### config.mk
export PLATFORM = sky130hd
export DESIGN_NAME = imem_access_arbiter
export DESIGN_NICKNAME = d
export VERILOG_FILES = /design/src/rtl/imem_access_arbiter_pkg.sv /design/src/rtl/imem_starve_counter.sv /design/src/rtl/imem_access_arbiter.sv
export SDC_FILE = /design/constraint.sdc
export NUM_CORES = 1
export LEC_CHECK = 0
export CORE_MARGIN = 1.5
export CORE_UTILIZATION = 43
export DETAILED_ROUTE_END_ITERATION = 10
export PLACE_DENSITY = 0.95
export RECOVER_POWER = 100
export SLEW_MARGIN = 0
export SYNTH_ARGS = -nofsm -noshare
export SYNTH_HDL_FRONTEND = slang
export SYNTH_SLANG_ARGS = --single-unit
### constraint.sdc
create_clock -name clk -period 4.89 [get_ports clk]
set_input_delay 0.7335 -clock clk [delete_from_list [all_inputs] [get_ports clk]]
set_output_delay 0.7335 -clock clk [all_outputs]
set_load 0.02 [all_outputs]
### src/rtl/imem_access_arbiter_pkg.sv
// Shared constants, FSM encoding and word-address legality check for the
// instruction-memory access arbiter.
package imem_pkg;

   localparam int DEPTH  = 16384;
   localparam int ADDR_W = $clog2(DEPTH);

   typedef enum logic {
      IDLE  = 1'b0,
      WRITE = 1'b1
   } state_t;

   // A word access must be 4-byte aligned and leave room for all four bytes.
   function automatic logic addr_legal(input logic [31:0] addr, input int depth);
      return (addr[1:0] == 2'b00) && (addr <= 32'(depth - 4));
   endfunction

endpackage

### src/rtl/imem_starve_counter.sv
// Saturating count of cycles a pending load has been refused; at_limit
// tells the arbiter to give the load priority on the next word.
module imem_starve_counter #(
   parameter int STARVE_LIMIT = 8
) (
   input  logic clk,
   input  logic rst_n,
   input  logic inc,
   input  logic clr,
   output logic at_limit
);

   localparam int CW = $clog2(STARVE_LIMIT + 1);
   localparam logic [CW-1:0] LIMIT = CW'(STARVE_LIMIT);

   logic [CW-1:0] cnt;

   always_ff @(posedge clk or negedge rst_n) begin
      if (!rst_n) begin
         cnt <= '0;
      end else if (clr) begin
         cnt <= '0;
      end else if (inc && (cnt != LIMIT)) begin
         cnt <= cnt + 1'b1;
      end
   end

   assign at_limit = (cnt == LIMIT);

endmodule

### src/rtl/imem_access_arbiter.sv
// Shares the byte-wide instruction memory between the IF-stage word fetch and
// the program loader, which writes big-endian words one byte per cycle.
module imem_access_arbiter #(
   parameter int  DEPTH        = imem_pkg::DEPTH,
   parameter int  STARVE_LIMIT = 8,
   localparam int AW           = $clog2(DEPTH)
) (
   input  logic          clk,
   input  logic          rst_n,
   input  logic          fetch_req,
   input  logic [31:0]   fetch_pc,
   output logic          fetch_gnt,
   output logic          fetch_stall,
   output logic          fetch_fault,
   input  logic          ld_valid,
   input  logic [31:0]   ld_addr,
   input  logic [31:0]   ld_data,
   output logic          ld_ready,
   output logic          ld_done,
   output logic          ld_err,
   output logic [31:0]   mem_rd_addr,
   output logic          mem_wr_en,
   output logic [AW-1:0] mem_wr_addr,
   output logic [7:0]    mem_wr_data,
   output logic          busy
);

   import imem_pkg::*;

   function automatic logic [7:0] byte_sel(input logic [31:0] word, input logic [1:0] idx);
      logic [7:0] b;
      case (idx)
         2'd0:    b = word[31:24];
         2'd1:    b = word[23:16];
         2'd2:    b = word[15:8];
         default: b = word[7:0];
      endcase
      return b;
   endfunction

   state_t        state;
   logic [1:0]    byte_cnt;
   logic [AW-1:0] addr_q;
   logic [31:0]   data_q;
   logic          ld_done_q;
   logic          ld_err_q;

   logic idle;
   logic fault;
   logic ld_legal;
   logic load_win;
   logic at_limit;
   logic wr_last;
   logic starve_inc;
   logic starve_clr;

   assign idle     = (state == IDLE);
   assign fault    = fetch_req & ~addr_legal(fetch_pc, DEPTH);
   assign ld_legal = addr_legal(ld_addr, DEPTH);
   assign load_win = idle & ld_valid & (~fetch_req | at_limit);
   assign wr_last  = ~idle & (byte_cnt == 2'd3);

   // Handshake outputs are forced low while reset is held so nothing is
   // granted or accepted before the block is running.
   assign ld_ready    = rst_n & load_win;
   assign fetch_fault = rst_n & fault;
   assign fetch_gnt   = rst_n & idle & fetch_req & ~load_win & ~fault;
   assign fetch_stall = rst_n & fetch_req & ~fault & ~fetch_gnt;

   assign mem_rd_addr = fetch_pc;
   assign mem_wr_en   = ~idle;
   assign mem_wr_addr = addr_q + AW'(byte_cnt);
   assign mem_wr_data = byte_sel(data_q, byte_cnt);
   assign busy        = ~idle;
   assign ld_done     = ld_done_q;
   assign ld_err      = ld_err_q;

   assign starve_inc = idle & ld_valid & ~load_win;
   assign starve_clr = ld_ready | ~ld_valid | wr_last;

   imem_starve_counter #(
      .STARVE_LIMIT (STARVE_LIMIT)
   ) u_starve (
      .clk      (clk),
      .rst_n    (rst_n),
      .inc      (starve_inc),
      .clr      (starve_clr),
      .at_limit (at_limit)
   );

   // FSM: an accepted legal word owns the write port for exactly four cycles.
   always_ff @(posedge clk or negedge rst_n) begin
      if (!rst_n) begin
         state     <= IDLE;
         byte_cnt  <= '0;
         ld_done_q <= 1'b0;
         ld_err_q  <= 1'b0;
      end else begin
         ld_done_q <= 1'b0;
         ld_err_q  <= 1'b0;
         case (state)
            IDLE: begin
               if (ld_ready) begin
                  if (ld_legal) begin
                     state    <= WRITE;
                     byte_cnt <= '0;
                  end else begin
                     ld_err_q <= 1'b1;
                  end
               end
            end
            WRITE: begin
               byte_cnt <= byte_cnt + 2'd1;
               if (byte_cnt == 2'd3) begin
                  state     <= IDLE;
                  ld_done_q <= 1'b1;
               end
            end
            default: state <= IDLE;
         endcase
      end
   end

   // Captured word; upper address bits are dropped since legality bounds them.
   always_ff @(posedge clk or negedge rst_n) begin
      if (!rst_n) begin
         addr_q <= '0;
         data_q <= '0;
      end else if (ld_ready && ld_legal) begin
         addr_q <= ld_addr[AW-1:0];
         data_q <= ld_data;
      end
   end

endmodule

==> results.md <==
- Number of H-tree levels: 2
- Required arrival time at the worst endpoint: 4160 ps
- Final Routed Wirelength: 7.949 mm
- Max-capacitance violation count: 1
- Clock skew: roughly 11 ps
- Data arrival time of the critical path: ~3300 ps
- Synthesized area per cell: around 11 µm²
- Violated checks: capacitance limit, slew limit
- Proportion of synthesized flip-flops having asynchronous set or reset: 100.0%
- Min cycle time layout: roughly 4000 ps
- Flip-flop and latch count after synthesis: 55
- Placement-stage cell area: 4279 µm²
- Number of clock sinks seen by CTS: 55
- Final HPWL from detailed placement: just over 6 mm
- Leading cell types in the layout, fill and taps excluded: 84 x clkdlybuf4s50_1, 55 x dfrtp_1, 52 x dlygate4sd3_1
- Clock transition time at the flip-flop clock pins of the worst setup and hold paths: ~100 ps
- Max Root-Sink Buffers: 2
- # nets final: roughly 480
- CTS Root Buffer Type: clkbuf_8
- Portion of the post-synthesis area used by sequential elements: between 40% and 50%
- Dominant cell type by area after synthesis: dfrtp_1
- Hold violation count in the final report: 0
- CORE AREA: 6869 µm²
- Part of the cycle the worst path needs: ~80%
- Initial DRT Pass Iterations: 4
- Hold-fix buffer count after cts: 0
- Slew at the pin closest to its max-slew limit: ~2700 ps
- Remaining global-route overflow: 0
- Row count: 30
- Horizontal die dimension: 87.52 µm
- Leakage: slightly above 2 nW
- Type of the worst min-delay path: primary input to asynchronous set/reset pin
- Worst setup slack after layout: about 900 ps
- Source-to-sink clock delay at the later pin of the worst-skew pair: between 300 and 400 ps
- Yosys cell types: 36
- Total die area: 7660 µm²
- Post-DR wirelength/cell: roughly 17 µm
- Wire length of the first global-routing pass: 12.23 mm
- RSZ-0062 raised after global routing: false
- Minimum setup slack after placement: 1291 ps
- Vias per inst: between 5 and 6
- Setup Buffers After CTS: 0
- Pin count of the biggest net entering global routing: 53
- Die Y: 87.52 µm
- Most common flop cell mapped by yosys: dfrtp_1
- Number of instances resized during post-cts repair: 0
- Number of buffers created by CTS: 5
- Worst vdd ir: ~0.13 mV
- Sequence of cells on the critical path: ha_1 > inv_1 > fa_1 > or4b_2 > nor2_1 > xor2_1 > dlygate4sd3_1
- Cell family contributing the most delay on the critical path: simple AND/OR/NAND/NOR gates
- Gpl congestion: roughly 0.77
- Final instance area: 4347 µm²
- Quantity of I/O buffers inserted on ports: roughly 140
- Syn Inst Count: around 270
- Number of synthesized flops with an enable pin: 0
- Largest fanout on the critical path: 7
- Initial antenna violation count: 0
- Critical Path Max Stage Delay: around 760 ps
- Fraction of final layout cells sized beyond drive strength 1: roughly a tenth
- Yosys top cell area share: between 40 and 50%
- Max-slew violations: between 50 and 60
- Slew margin rel.: -82.32%
- Via count of the first global-routing pass: about 2600
- Setup-failing EPs final: 0
- Antenna-violating nets left: 0
- Syn Std Cell Area: ~3100 µm²
- Maximum achievable frequency: 0.2506 GHz
- Total via count after detailed routing: between 2000 and 2500
- Total negative slack for setup checks: 0 ps
- Worst hold margin: about 330 ps
- Number of buffer and inverter stages on the critical path: 2
- Ant diodes: 0
- Dominant cells by area after synthesis: dfrtp_1 45%, mux2_2 10%, buf_4 8.3%, mux2_1 5.9%, ha_1 3.7%
- Leading cell type in the layout, fill and taps excluded: clkdlybuf4s50_1
- Count of boundary I/O pins: approximately 160
- Outcome: finished, violations left
- Remaining routing DRC violations: 0
- Sort of element at the start of the critical path: flop
- TritonCTS clock tree: yes
- Power density over the cells: roughly 190 nW/µm²
- Layout area overhead: 41.51%
- Number of DRC violations after detailed-routing iteration 0: 91
- Effective utilization at floorplan: between 40 and 50%
- Total nets after synthesis: 379
- Kind of end point of the critical path: primary output
- Crit path kind: flop to primary output
- Total Routing Usage GR: 21.12%
- Crit path max-delay cell type: or4b_2
- Count of synthesis-stage warnings from yosys: 0
- Share of the core filled with cells in the final layout: roughly 63%
[synthesized netlist by cell type, types with 2 or more instances]
| cell | number |
|---|---|
| dfrtp_1 | 55 |
| buf_4 | 34 |
| mux2_2 | 28 |
| inv_1 | 19 |
| mux2_1 | 16 |
| nor2_1 | 13 |
| nand2_1 | 11 |
| mux2i_1 | 10 |
| nor4_1 | 10 |
| ha_1 | 9 |
| a222oi_1 | 8 |
| xnor2_1 | 8 |
| xor2_1 | 7 |
| clkbuf_1 | 6 |
| nand4_1 | 5 |
| nand3_1 | 3 |
| a21oi_1 | 2 |
| and2_1 | 2 |
| and3_1 | 2 |
| buf_2 | 2 |
| buf_6 | 2 |
| nor2b_1 | 2 |
| nor3b_1 | 2 |
[cell type report]
class	count	area, µm²
fillers	556	2522
flip-flops and latches	55	1376
repair buffers	140	1376
multi-input cells	151	1308
well taps	96	120.1
clock buffers	7	86.33
inverters	19	71.32
clock inverters	1	8.758
[worst paths after layout]
kind / startpoint / end / slack [ps] / cells past startpoint
worst min-delay path: rst_n / ld_err / 330 / 1
worst min register to register: data_q[29] / data_q[29] / 500 / 1
max in group asynchronous: rst_n / addr_q[4] / 1620 / 2
worst max register to register: u_starve.cnt[0] / data_q[31] / 1620 / 7
min in group clk: data_q[29] / data_q[29] / 500 / 1
worst max-delay path: byte_cnt[0] / mem_wr_addr[12] / 900 / 7
[power breakdown]
part | switching (mW) | internal, mW | leakage (nW) | total [mW]
registers | 0.000948 | 0.456 | 0.757 | 0.457
logic | 0.0459 | 0.0766 | 1.22 | 0.122
clock network | 0.145 | 0.116 | 0.0484 | 0.262
total | 0.192 | 0.649 | 2.02 | 0.841
[routing by layer]
layer	routed length, µm	global-route usage (%)	vias to the layer above
met2	4277	41.19	107
met4	115	6.061	0
met5	0	0	-
met1	2966	23.04	1178
met3	589	3.886	11
li1	-	-	1115
[state kept, by name, summed over array words and instances (netlist names)]
register / flops
byte_cnt: 2
ld_err: 1
u_starve.cnt: 4
addr_q: 14
busy: 1
ld_done: 1
data_q: 32
[through the flow]
step | cells | total power, mW
after floorplan | 269 | 0.5143
after global routing | 469 | 0.8800
after detailed placement | 461 | 0.5941
final | 469 | 0.8409
after CTS | 469 | 0.8566
after global placement | 461 | 0.5923
[cells by family after synthesis]
group                    after synthesis  share of synthesized area [%]
buffers and inverters                 63                          12.42
AND/OR/NAND/NOR                       58                          10.71
flip-flops                            55                          44.81
multiplexers                          54                          19.39
XOR/XNOR                              15                          4.277
AO/OA/AOI/OAI                         14                          4.074
adder cells (fa/ha/maj)               10                          4.318
Note: power is estimated with default switching activity, not from simulation.
